==> src/rtl/branch_update_queue_if.sv <==
// rtl/branch_update_queue_if.sv - resolved-branch push side, predictor update side and status of branch_update_queue
interface branch_update_queue_if #(
    parameter int DEPTH = 8,
    parameter int IDX_W = 5,
    parameter int CNT_W = 16
);
    localparam int CW = $clog2(DEPTH + 1);

    logic             valid_i;
    logic             ready_o;
    logic [IDX_W-1:0] brAddr_i;
    logic             brTaken_i;
    logic             brMispredict_i;
    logic             hold_i;
    logic             anUpdate_o;
    logic [IDX_W-1:0] branchAddrWrite_o;
    logic             brTaken_o;
    logic [CW-1:0]    count_o;
    logic             full_o;
    logic             empty_o;
    logic [CNT_W-1:0] updates_o;
    logic [CNT_W-1:0] mispredicts_o;

    modport slave (
        input  valid_i, brAddr_i, brTaken_i, brMispredict_i, hold_i,
        output ready_o, anUpdate_o, branchAddrWrite_o, brTaken_o,
        output count_o, full_o, empty_o, updates_o, mispredicts_o
    );

    modport master (
        output valid_i, brAddr_i, brTaken_i, brMispredict_i, hold_i,
        input  ready_o, anUpdate_o, branchAddrWrite_o, brTaken_o,
        input  count_o, full_o, empty_o, updates_o, mispredicts_o
    );
endinterface

==> src/rtl/branch_update_queue.sv <==
// rtl/branch_update_queue.sv - in-order FIFO of resolved branches draining one update per cycle into the predictor
// Optional update/mispredict counters are enabled with `define BRQ_STATS_EN.
module branch_update_queue #(
    parameter int DEPTH = 8,
    parameter int IDX_W = 5,
    parameter int CNT_W = 16
) (
    input logic                   clk_i,
    input logic                   reset_i,
    branch_update_queue_if.slave  bus
);
    localparam int PTR_W = $clog2(DEPTH);
    localparam int CW    = $clog2(DEPTH + 1);
`ifdef BRQ_STATS_EN
    localparam int ENT_W = IDX_W + 2;
`else
    localparam int ENT_W = IDX_W + 1;
`endif

    logic [ENT_W-1:0] mem_q [DEPTH];
    logic [PTR_W-1:0] wp_q, wp_d;
    logic [PTR_W-1:0] rp_q, rp_d;
    logic [CW-1:0]    count_q, count_d;
    logic             upd_q, upd_d;
    logic [IDX_W-1:0] addr_q, addr_d;
    logic             taken_q, taken_d;

    logic             full;
    logic             empty;
    logic             push;
    logic             pop;
    logic [ENT_W-1:0] wr_entry;
    logic [ENT_W-1:0] rd_entry;

    // Status depends on the registered count only, so ready never
    // combinationally follows valid or hold.
    assign full  = (count_q == CW'(DEPTH));
    assign empty = (count_q == '0);
    assign push  = bus.valid_i && !full;
    assign pop   = !empty && !bus.hold_i;

`ifdef BRQ_STATS_EN
    assign wr_entry = {bus.brMispredict_i, bus.brTaken_i, bus.brAddr_i};
`else
    assign wr_entry = {bus.brTaken_i, bus.brAddr_i};
`endif
    assign rd_entry = mem_q[rp_q];

    always_comb begin
        wp_d    = wp_q;
        rp_d    = rp_q;
        count_d = count_q;
        upd_d   = 1'b0;
        addr_d  = addr_q;
        taken_d = taken_q;
        if (push) begin
            wp_d = wp_q + PTR_W'(1);
        end
        if (pop) begin
            rp_d    = rp_q + PTR_W'(1);
            upd_d   = 1'b1;
            addr_d  = rd_entry[IDX_W-1:0];
            taken_d = rd_entry[IDX_W];
        end
        case ({push, pop})
            2'b10:   count_d = count_q + CW'(1);
            2'b01:   count_d = count_q - CW'(1);
            default: count_d = count_q;
        endcase
    end

    always_ff @(posedge clk_i or negedge reset_i) begin
        if (!reset_i) begin
            wp_q    <= '0;
            rp_q    <= '0;
            count_q <= '0;
            upd_q   <= 1'b0;
            addr_q  <= '0;
            taken_q <= 1'b0;
        end else begin
            wp_q    <= wp_d;
            rp_q    <= rp_d;
            count_q <= count_d;
            upd_q   <= upd_d;
            addr_q  <= addr_d;
            taken_q <= taken_d;
        end
    end

    // Storage carries no reset: a cleared count/pointer set makes old contents unreachable.
    always_ff @(posedge clk_i) begin
        if (push) begin
            mem_q[wp_q] <= wr_entry;
        end
    end

    assign bus.ready_o           = !full;
    assign bus.full_o            = full;
    assign bus.empty_o           = empty;
    assign bus.count_o           = count_q;
    assign bus.anUpdate_o        = upd_q;
    assign bus.branchAddrWrite_o = addr_q;
    assign bus.brTaken_o         = taken_q;

`ifdef BRQ_STATS_EN
    logic [CNT_W-1:0] updates_q, updates_d;
    logic [CNT_W-1:0] mispredicts_q, mispredicts_d;
    logic             unused_rd_mispredict;

    // The stored mispredict bit travels with the entry but statistics count it at acceptance.
    assign unused_rd_mispredict = rd_entry[IDX_W+1];

    always_comb begin
        updates_d     = updates_q;
        mispredicts_d = mispredicts_q;
        if (pop && (updates_q != {CNT_W{1'b1}})) begin
            updates_d = updates_q + CNT_W'(1);
        end
        if (push && bus.brMispredict_i && (mispredicts_q != {CNT_W{1'b1}})) begin
            mispredicts_d = mispredicts_q + CNT_W'(1);
        end
    end

    always_ff @(posedge clk_i or negedge reset_i) begin
        if (!reset_i) begin
            updates_q     <= '0;
            mispredicts_q <= '0;
        end else begin
            updates_q     <= updates_d;
            mispredicts_q <= mispredicts_d;
        end
    end

    assign bus.updates_o     = updates_q;
    assign bus.mispredicts_o = mispredicts_q;
`else
    logic unused_mispredict_in;

    assign unused_mispredict_in = bus.brMispredict_i;
    assign bus.updates_o        = '0;
    assign bus.mispredicts_o    = '0;
`endif

endmodule
==> src/flat_wrapper.sv <==
// flat-port wrapper written by rule: the top's interface ports become plain ports
module branch_update_queue_flat 
#(
    parameter int DEPTH = 8,
    parameter int IDX_W = 5,
    parameter int CNT_W = 16
)
  (clk_i, reset_i, bus_valid_i, bus_brAddr_i, bus_brTaken_i, bus_brMispredict_i, bus_hold_i, bus_ready_o, bus_anUpdate_o, bus_branchAddrWrite_o, bus_brTaken_o, bus_count_o, bus_full_o, bus_empty_o, bus_updates_o, bus_mispredicts_o);
  branch_update_queue_if #(.DEPTH(DEPTH), .IDX_W(IDX_W), .CNT_W(CNT_W)) bus_i ();
  input logic clk_i;
  input logic reset_i;
  input wire logic [$bits(bus_i.valid_i)-1:0] bus_valid_i;
  input wire logic [$bits(bus_i.brAddr_i)-1:0] bus_brAddr_i;
  input wire logic [$bits(bus_i.brTaken_i)-1:0] bus_brTaken_i;
  input wire logic [$bits(bus_i.brMispredict_i)-1:0] bus_brMispredict_i;
  input wire logic [$bits(bus_i.hold_i)-1:0] bus_hold_i;
  output wire logic [$bits(bus_i.ready_o)-1:0] bus_ready_o;
  output wire logic [$bits(bus_i.anUpdate_o)-1:0] bus_anUpdate_o;
  output wire logic [$bits(bus_i.branchAddrWrite_o)-1:0] bus_branchAddrWrite_o;
  output wire logic [$bits(bus_i.brTaken_o)-1:0] bus_brTaken_o;
  output wire logic [$bits(bus_i.count_o)-1:0] bus_count_o;
  output wire logic [$bits(bus_i.full_o)-1:0] bus_full_o;
  output wire logic [$bits(bus_i.empty_o)-1:0] bus_empty_o;
  output wire logic [$bits(bus_i.updates_o)-1:0] bus_updates_o;
  output wire logic [$bits(bus_i.mispredicts_o)-1:0] bus_mispredicts_o;
  assign bus_i.valid_i = bus_valid_i;
  assign bus_i.brAddr_i = bus_brAddr_i;
  assign bus_i.brTaken_i = bus_brTaken_i;
  assign bus_i.brMispredict_i = bus_brMispredict_i;
  assign bus_i.hold_i = bus_hold_i;
  assign bus_ready_o = bus_i.ready_o;
  assign bus_anUpdate_o = bus_i.anUpdate_o;
  assign bus_branchAddrWrite_o = bus_i.branchAddrWrite_o;
  assign bus_brTaken_o = bus_i.brTaken_o;
  assign bus_count_o = bus_i.count_o;
  assign bus_full_o = bus_i.full_o;
  assign bus_empty_o = bus_i.empty_o;
  assign bus_updates_o = bus_i.updates_o;
  assign bus_mispredicts_o = bus_i.mispredicts_o;
  branch_update_queue #(.DEPTH(DEPTH), .IDX_W(IDX_W), .CNT_W(CNT_W)) u_core (.clk_i(clk_i), .reset_i(reset_i), .bus(bus_i));
endmodule
==> config.mk <==
export PLATFORM = sky130hd
export DESIGN_NAME = branch_update_queue_flat
export DESIGN_NICKNAME = d
export VERILOG_FILES = /design/src/rtl/branch_update_queue_if.sv /design/src/rtl/branch_update_queue.sv /design/src/flat_wrapper.sv
export SDC_FILE = /design/constraint.sdc
export NUM_CORES = 1
export LEC_CHECK = 0
export CORE_UTILIZATION = 52
export DETAILED_ROUTE_END_ITERATION = 10
export GPL_TIMING_DRIVEN = 0
export PLACE_DENSITY = 0.8
export SLEW_MARGIN = 20
export SYNTH_ARGS = -nofsm -noshare
export SYNTH_HDL_FRONTEND = slang
export SYNTH_SLANG_ARGS = --single-unit
==> constraint.sdc <==
create_clock -name clk_i -period 2.78 [get_ports clk_i]
set_input_delay 0.834 -clock clk_i [delete_from_list [all_inputs] [get_ports clk_i]]
set_output_delay 0.834 -clock clk_i [all_outputs]
set_load 0.005 [all_outputs]
# After elaboration in Yosys (flattened, before gate mapping)
# Memory sizes are Yosys's and may differ from the RTL's. A register that Yosys moved wholly into a read port is not among the register bits.
# Index checks and enable logic that the tools add are counted.
# totals
ramBits	48
n_memories	1
output_inout_bits	46
register_bits	11
input_bits	11
wordCells	24
# memory_table
memory	depth	word_bits	read_ports	rd_clocked_by_memory_dff	write_ports	line	text
u_core.mem_q	8	6	1	1	1	branch_update_queue.sv:20	logic [ENT_W-1:0] mem_q [DEPTH];
# classes
eq_ne	3
n_reduce_logical	8
add_sub_neg	4
n_mux	4
# op_table
cell	n
$pmux 4 s2	1
$add 3x1->3 const B	2
$add 4x1->4 const B	1
$eq 4x4->1 const B	1
$logic_not 1->1	4
$logic_not 4->1	1
$sub 4x1->4 const B	1
$mux 1	3
$eq 2x1->1 const B	1
$eq 2x2->1 const B	1
$logic_and 1x1->1	2
$reduce_bool 2->1	1

# Logic depth before layout (Yosys ltp)
# Gate-level depths: netlist of the first run.
# depth
depth_word	5
depth_mapped	9
depth_no_buf	9

# Worst setup path before layout of the first run
# No wires, ideal clock.
# synth_path
path_kind	register to register
from	register u_core.count_q[2] (netlist: u_core.bus.count_o[2])
to	register u_core.count_q[3] (netlist: u_core.bus.count_o[3])
arrival_time_ns	2.330
setup_time_ns	0.116
required_ns	2.664
stages_incl_launch_ff	9
period_less_slack_ns	2.445
path_buffers	0
setup_slack_ns	0.335
cell_sequence	dfrtp_1 > or4b_4 > and2_4 > inv_2 > ha_1 > ha_1 > a21oi_1 > o21ai_0 > o311ai_0
# synth_between
elab_chain_len	5
elab_cells_between_ends	12
classes_between	add/sub (2); eq/ne (3); mux (1); reduce/logical (6)
# synth_lines
item	line	text
start, declared	branch_update_queue.sv:23	logic [CW-1:0] count_q, count_d;
start signal, assigned	branch_update_queue.sv:83	count_q <= count_d;
$eq 4x4->1 (*)	branch_update_queue.sv:37	assign full = (count_q == CW'(DEPTH));
$logic_not 1->1 (*)	n/a	
named net bus_ready_o	flat_wrapper.sv:17	output wire logic [$bits(bus_i.ready_o)-1:0] bus_ready_o;
$logic_and 1x1->1 (*)	branch_update_queue.sv:39	assign push = bus.valid_i && !full;
$eq 2x1->1 or $eq 2x2->1 (tied branches)	branch_update_queue.sv:65	case ({push, pop})
$pmux 4 s2 or $reduce_bool 2->1 (tied branches)	n/a	
# Mark *: on every way through the listed nets, which the timed path passes. The rest lies on a longest branch.
# A chain may end at the register's enable or synchronous reset.

# Worst setup path in the final report of the first run
# layout_path
from	register u_core.count_q[1] (netlist: u_core.bus.count_o[1])
to	output bus_full_o
# layout_between
elab_chain_len	1
# layout_lines
item	line	text
$eq 4x4->1	branch_update_queue.sv:37	
end, declared	flat_wrapper.sv:22	output wire logic [$bits(bus_i.full_o)-1:0] bus_full_o;
# No other way between the ends.

==> results of run 1 <==
worst min-delay path, stage by stage (launching register included):
cell and delay, ns:
dfrtp_1 0.34, o21ai_0 0.08, nand2_1 0.06
cell usage in the layout, fill, tap and decap left out, types with 2 or more instances in the layout:
cell and count:
a22oi_1 12, buf_4 38, clkbuf_8 10, clkdlybuf4s50_1 23
clkinv_2 3, clkinvlp_4 2, conb_1 32, dfrtp_1 14
dfrtp_2 3, edfxtp_1 48, ha_1 4, inv_1 6
mux2i_1 25, nand2_1 16, nand2b_1 3, nand3_1 6
nor2_1 7, nor2b_1 2, nor3_1 2, o21ai_0 9
xnor2_1 3, xor2_1 2
area by class of cell:
class | count | area, sq um
fill | 418 | 1890
sequential | 65 | 1870
multi-input combinational | 140 | 932
buffer | 37 | 268
timing repair buffer | 27 | 260
clock buffer | 10 | 138
tap | 72 | 90.1
clock inverter | 6 | 33.8
inverter | 7 | 26.3
registers in the layout, indices dropped and copies added, names as in the netlist:
signal                        flops
u_core.mem_q                     48
u_core.bus.branchAddrWrite_o      5
u_core.bus.count_o                4
u_core.rp_q                       3
u_core.wp_q                       3
u_core.bus.anUpdate_o             1
u_core.bus.brTaken_o              1
metrics by stage:
stage	std cells	setup WS (ns)	total power [W]	hold WS (ns)
5_1_grt	364	-0.00349	0.00354	0.550
2_1_floorplan	249	0.335	0.00220	0.483
4_1_cts	361	0.00163	0.00333	0.524
6_report	364	0.0541	0.00333	0.516
3_3_place_gp	344	-0.486	0.00257	0.496
3_5_place_dp	344	-0.550	0.00263	0.507
layer usage:
metal | track usage [%] | share of wire [%] | wire (um)
met5 | 0 | 0 | 0
met3 | 4.59 | 4.3 | 220
met2 | 32.1 | 53 | 2720
met4 | 11.3 | 2.0 | 102
met1 | 20.8 | 41 | 2080
power by group through the flow:
stage / registers [W] / logic (W) / clock network, W
detailed placement: 0.00146 / 0.00117 / 0
finish: 0.00144 / 0.00121 / 0.000684
global placement: 0.00144 / 0.00113 / 0
global route: 0.00147 / 0.00134 / 0.000734
CTS: 0.00144 / 0.00119 / 0.000699
floorplan: 0.00143 / 0.000773 / 0
cells in the mapped netlist, types with 2 or more instances:
cell type  instances  area (sq um)
nand2b_1           3          18.8
ha_1               5          62.6
nand2_1           16          60.1
a22oi_1           12          90.1
inv_1              6          22.5
nor2_1             7          26.3
dfrtp_1           17           425
nor2b_1            2          12.5
edfxtp_1          48          1440
xnor2_1            3          26.3
xor2_1             2          17.5
nor3_1             3          15.0
nand3_1            6          30.0
o21ai_0            9          45.0
buf_4             34           255
mux2i_1           25           250
cell families (layout without fill, tap and decap cells):
| kind of cell | after synthesis | count (layout) |
|---|---|---|
| compound gates | 23 | 23 |
| xor+xnor | 5 | 5 |
| fa+ha+maj | 6 | 6 |
| buf+inv | 44 | 87 |
| flops | 65 | 65 |
| mux | 26 | 26 |
| other cells | 1 | 32 |
| simple gates | 48 | 48 |
what timing repair did:
item	in CTS	in global routing
setup endpoints to repair	2	3
hold buffers	0	0
pin swaps	1	1
gates resized for setup	2	3
buffers inserted	1	3
gates cloned	0	0
worst paths after layout:
path / to / cells after the start / start / slack [ns]
setup / recovery: bus_full_o / 3 / u_core.bus.count_o[1] / 0.05
hold / removal: u_core.bus.branchAddrWrite_o[2] / 2 / u_core.bus.branchAddrWrite_o[2] / 0.52
setup reg to reg: u_core.bus.count_o[3] / 8 / u_core.bus.count_o[1] / 0.20
hold reg to reg: u_core.bus.branchAddrWrite_o[2] / 2 / u_core.bus.branchAddrWrite_o[2] / 0.52
max in group asynchronous: u_core.bus.count_o[2] / 1 / reset_i / 1.26
min in group asynchronous: u_core.rp_q[2] / 1 / reset_i / 0.96
==> summary.txt, run 1 <==
Data arrival, critical path = 1.89 ns
clock power share = 20.5%
post-layout min period = 2.73 ns
Sw Share = 33.4%
CP bufs+invs = 2
DIE WIDTH = 77.5 um
number of global-route vias before repair = 1,744
Placed Area = 3400 sq um
Psw = 0.00111 W
Post-DP HPWL = 3.50 mm
antenna cell count = 0
Final Util = 65.7%
xor/xnor cell area share of the yosys netlist = 1.48%
Starting Density = 53.8%
layout cells sized above 1 = 22.9%
design area = 3620 sq um
Post-synth EDFFs = 48
Setup Viol. Count Final = 0
first-pass GRT wire length = 8.08 mm
Leakage Power = 1.51 nW
Post-Synth Simple-Gate Area = 8.86%
Hold Path Class = flip-flop to flip-flop
routability cong. = 0.752
row count = 27
Ys Warns = 0
via density per instance = 4.90
Synth Instances = 218
root buffer cell = clkbuf_8
Slew headroom = 39.2%
H-tree depth = 3
Clock Path Buffers = 2
detailed-route via count = 1,782
peak supply drop = 522 uV
mux contribution to synthesized area = 8.82%
Fin. Hold Viols = 0
sequential-to-total area share from yosys stat = 63.0%
post-detailed-route count of antenna-violating nets = 0
Async S/R FF share, synth = 26.2%
Startpoint Class = flip-flop
Die Area = 6010 sq um
required time of the critical path = 1.95 ns
MaxCap Viol Count = 0
Cell Int Power = 0.00222 W
Layout area overhead = 22.1%
global route overflow = 0
Num CTS Buffers = 9
Port Buffer Count = 23
Final nets = 304
# DRC = 0
worst-margin pin slew = 0.904 ns
post-synthesis compound-gate area fraction = 5.02%
number of top-level pins = 57
crit-path cells = or4b_4, inv_1, clkdlybuf4s50_1
DR WL/cell = 14.1 um
setup TNS = 0 ns
Max Freq = 367 MHz
CP Capture Type = primary output
DR iter-0 viols = 110
GRT Overall Usage = 18.7%
worst-path maximum fanout = 5
later-pin clock latency in the skew report = 0.33 ns
CP top delay family = buffers and inverters
Routed WL = 5.12 mm
core outline area = 5510 sq um
Reg clk slew, reported paths = 0.07 ns
DRT Pass-1 Iters = 4
Synth Flop Type = edfxtp_1
clk_skew = 0.00812 ns
PwrDens = 921 nW/um^2
flops & latches, synth = 65
largest net degree at the start of global routing = 18
max-slew violation count = 0
largest family of logic cells by synthesized area = buffers and inverters
CP max stage delay = 0.55 ns
CTS tree = yes
Mapped Area = 2960 sq um
Seq pwr share = 43.1%
number of antenna violations at the first check in global routing = 0
Worst path slowest cell = or4b_4
status = finished, final reports clean
Clock Sinks = 65
WS Path Type = flip-flop to primary output
period utilisation layout = 98.1%
Die Y = 77.5 um
combinational share of power = 36.4%
Synth cell types = 36
syn avg cell area = 13.6 sq um
adder-cell share of the synthesized area = 2.79%
(Power assumes the default switching activity.)
==> run 2, diff against run 1 <==
==> constraint.sdc (replaced) <==
create_clock -name clk_i -period 2.78 [get_ports clk_i]
set_input_delay 0.556 -clock clk_i [delete_from_list [all_inputs] [get_ports clk_i]]
set_output_delay 0.556 -clock clk_i [all_outputs]
set_load 0.005 [all_outputs]
==> run 2 against run 1 <==
Compared with the run above:
- first-iteration DRC count fell by 11%
- via count fell by 0.84%
- sequential share of layout area rose by 0.38 points
- final cell count fell by 1.1%
- count of clock-buffer cells in the layout did not move
- highest routed layer unchanged
- sequential power barely moved
==> summary.txt, run 2 (synthesis results as in run 1) <==
GR Layer Usage met1 = 20.9% (was 20.8%)
flip-flop and latch area = 1870 sq um (about the same)
MaxCap Viol Count = 0 (unchanged)
Clock Path Buffers = 2 (unchanged)
routability cong. = 0.752 (unchanged)
root buffer cell = clkbuf_8 (unchanged)
area taken by multi-input logic gates = 932 sq um (unchanged)
GRT met2 Usage = 31.5% (was 32.1%)
Sw Share = 33.6% (was 33.4%)
Data arrival, critical path = 2.78 ns (was 1.89 ns)
Power, Total = 0.00330 W (was 0.00333 W)
Port Buffer Count = 23 (unchanged)
combinational share of power = 35.7% (was 36.4%)
status = finished, final reports clean (unchanged)
setup ws final = 0.225 ns (was 0.0541 ns)
global-route layer with the greatest usage = met2 (unchanged)
crit-path cells = or4b_4, and2_4, inv_2, ha_2, ha_1, a21oi_1, o21ai_0, o311ai_1 (was or4b_4, inv_1, clkdlybuf4s50_1)
Final Util = 65.1% (was 65.7%)
r2r endpoint = u_core.bus.count_o[3] (unchanged)
required time of the critical path = 3.01 ns (was 1.95 ns)
Die Y = 77.5 um (unchanged)
Seq pwr share = 43.6% (was 43.1%)
Leakage Power = 1.50 nW (was 1.51 nW)
layout cells sized above 1 = 20.8% (was 22.9%)
Max Freq = 391 MHz (was 367 MHz)
post-detailed-route count of antenna-violating nets = 0 (unchanged)
Cell Int Power = 0.00219 W (was 0.00222 W)
DRT Pass-1 Iters = 4 (unchanged)
most frequent cells in the layout = edfxtp_1 (48), buf_4 (34), conb_1 (32) (was edfxtp_1 (48), buf_4 (38), conb_1 (32))
H-tree depth = 3 (unchanged)
Num CTS Buffers = 9 (unchanged)
# DRC = 0 (unchanged)
largest net degree at the start of global routing = 18 (unchanged)
CTS tree = yes (unchanged)
number of global-route vias before repair = 1,695 (was 1,744)
Worst path slowest cell = or4b_4 (unchanged)
Worst Hold End = u_core.bus.branchAddrWrite_o[0] (was u_core.bus.branchAddrWrite_o[2])
CP top delay family = simple AND/OR/NAND/NOR gates (was buffers and inverters)
detailed-route via count = 1,767 (was 1,782)
number of antenna violations at the first check in global routing = 0 (unchanged)
Setup Viol. Count Final = 0 (unchanged)
row count = 27 (unchanged)
peak supply drop = 480 uV (was 522 uV)
Layout area overhead = 20.9% (was 22.1%)
fill count = 418 (unchanged)
DR WL/cell = 14.0 um (was 14.1 um)
Crit path depth = 8 (was 3)
PwrDens = 921 nW/um^2 (about the same)
Placed Area = 3400 sq um (unchanged)
core outline area = 5510 sq um (unchanged)
worst-path maximum fanout = 8 (was 5)
CP max stage delay = 0.58 ns (was 0.55 ns)
Slew headroom = 40.0% (was 39.2%)
Hold Path Class = flip-flop to flip-flop (unchanged)
CP Capture Type = flip-flop (was primary output)
CP bufs+invs = 1 (was 2)
max reg flops = 48 (unchanged)
global route overflow = 0 (unchanged)
M3 GR Usage = 4.59% (unchanged)
later-pin clock latency in the skew report = 0.33 ns (about the same)
DR iter-0 viols = 98 (was 110)
number of top-level pins = 57 (unchanged)
Hold Buf Count CTS = 0 (unchanged)
design area = 3580 sq um (was 3620 sq um)
clk_skew = 0.00858 ns (was 0.00812 ns)
Hold Crit Start = u_core.bus.branchAddrWrite_o[0] (was u_core.bus.branchAddrWrite_o[2])
antenna cell count = 0 (unchanged)
worst-margin pin slew = 0.893 ns (was 0.904 ns)
first-pass GRT wire length = 7.96 mm (was 8.08 mm)
Startpoint Class = flip-flop (unchanged)
reg2reg start = u_core.bus.count_o[2] (was u_core.bus.count_o[1])
Reg2Reg Setup Slack = 0.22 ns (was 0.20 ns)
via density per instance = 4.91 (was 4.90)
max-slew violation count = 0 (unchanged)
Clock Sinks = 65 (unchanged)
Starting Density = 53.8% (unchanged)
Fin. Hold Viols = 0 (unchanged)
period utilisation layout = 91.9% (was 98.1%)
clock power share = 20.7% (was 20.5%)
GRT Overall Usage = 18.4% (was 18.7%)
Post-DP HPWL = 3.50 mm (unchanged)
most common cell after layout, fill and taps aside = edfxtp_1 (unchanged)
Reg clk slew, reported paths = 0.07 ns (about the same)
Place WS = -0.272 ns (was -0.550 ns)
Hold Path Cell Cnt = 2 (unchanged)
Final nets = 300 (was 304)
WS Path Type = flip-flop to flip-flop (was flip-flop to primary output)
Routed WL = 5.02 mm (was 5.12 mm)
post-layout min period = 2.56 ns (was 2.73 ns)
Die Area = 6010 sq um (unchanged)
FF-to-FF path depth = 8 (unchanged)
Top reg by flops = u_core.mem_q (unchanged)
RSZ-0062 raised after global routing = no
setup TNS = 0 ns (unchanged)
DIE WIDTH = 77.5 um (unchanged)
Psw = 0.00111 W (about the same)
-- run 2: cell types whose count changed in the layout (fill, tap and decap cells not counted), sizes merged --
cell | previous run | this run
buf | 40 | 36
-- run 2: final cells by class --
cell class / instances / share of cell area (%)
Sequential cell: 65 / 52.1
Inverter: 7 / 0.733
Clock buffer: 10 / 3.84
Timing Repair Buffer: 23 / 6.42
Tap cell: 72 / 2.51
Clock inverter: 6 / 0.942
Multi-Input combinational cell: 140 / 26.0
Buffer: 37 / 7.47
-- run 2: stage by stage --
stage | hold WS (ns) | instances
2_1_floorplan | 0.260 | 249
3_3_place_gp | 0.496 | 344
3_5_place_dp | 0.507 | 344
4_1_cts | 0.524 | 360
5_1_grt | 0.556 | 360
6_report | 0.516 | 360
-- run 2: worst max path at each step --
| stage | startpoint | endpoint | slack, ns |
|---|---|---|---|
| 5_1_grt | u_core.bus.count_o[2] | u_core.bus.count_o[3] | 0.05 |
| 4_1_cts | bus_hold_i | u_core.bus.count_o[3] | 0.07 |
| 6_report | u_core.bus.count_o[2] | u_core.bus.count_o[3] | 0.22 |
| 2_1_floorplan | u_core.bus.count_o[2] | u_core.bus.count_o[3] | 0.33 |
| 3_3_place_gp | bus_hold_i | u_core.bus.count_o[3] | -0.21 |
| 3_5_place_dp | bus_hold_i | u_core.bus.count_o[3] | -0.27 |
-- run 2: timing repair --
item	in CTS	in global routing
setup buffers	0	0
hold endpoints to repair	0	0
setup endpoints to repair	0	1
resized for setup	0	3
-- run 2: layer usage --
metal | part of all wire (%) | wire length, um | vias up
li1 | - | - | 852
met1 | 41 | 2050 | 848
met2 | 52 | 2610 | 59
met3 | 5.1 | 254 | 8
met4 | 2.1 | 104 | 0
met5 | 0 | 0 | -
-- run 2: worst reg2reg max path, cell delays in order (launching register included) --
cell      delay, ns
dfrtp_1        0.46
or4b_4         0.58
and2_4         0.20
inv_2          0.06
ha_2           0.24
ha_1           0.25
a21oi_1        0.22
o21ai_0        0.14
o311ai_1       0.28
-- run 2: power groups by stage --
stage	combinational [W]	clock, W	sequential, W
6_report	0.00118	0.000685	0.00144
5_1_grt	0.00131	0.000733	0.00147
4_1_cts	0.00118	0.000699	0.00144
3_5_place_dp	0.00117	0	0.00146
3_3_place_gp	0.00113	0	0.00144
2_1_floorplan	0.000773	0	0.00143
==> run 3, diff against run 2 <==
--- a/config.mk
+++ b/config.mk
@@ -7,6 +7,7 @@
 export LEC_CHECK = 0
 export CORE_UTILIZATION = 52
 export DETAILED_ROUTE_END_ITERATION = 10
+export GPL_ROUTABILITY_DRIVEN = 0
 export GPL_TIMING_DRIVEN = 0
 export PLACE_DENSITY = 0.8
 export SLEW_MARGIN = 20
==> results of run 3 <==
Final layout, timing and power as in run 2 (identical DEF).
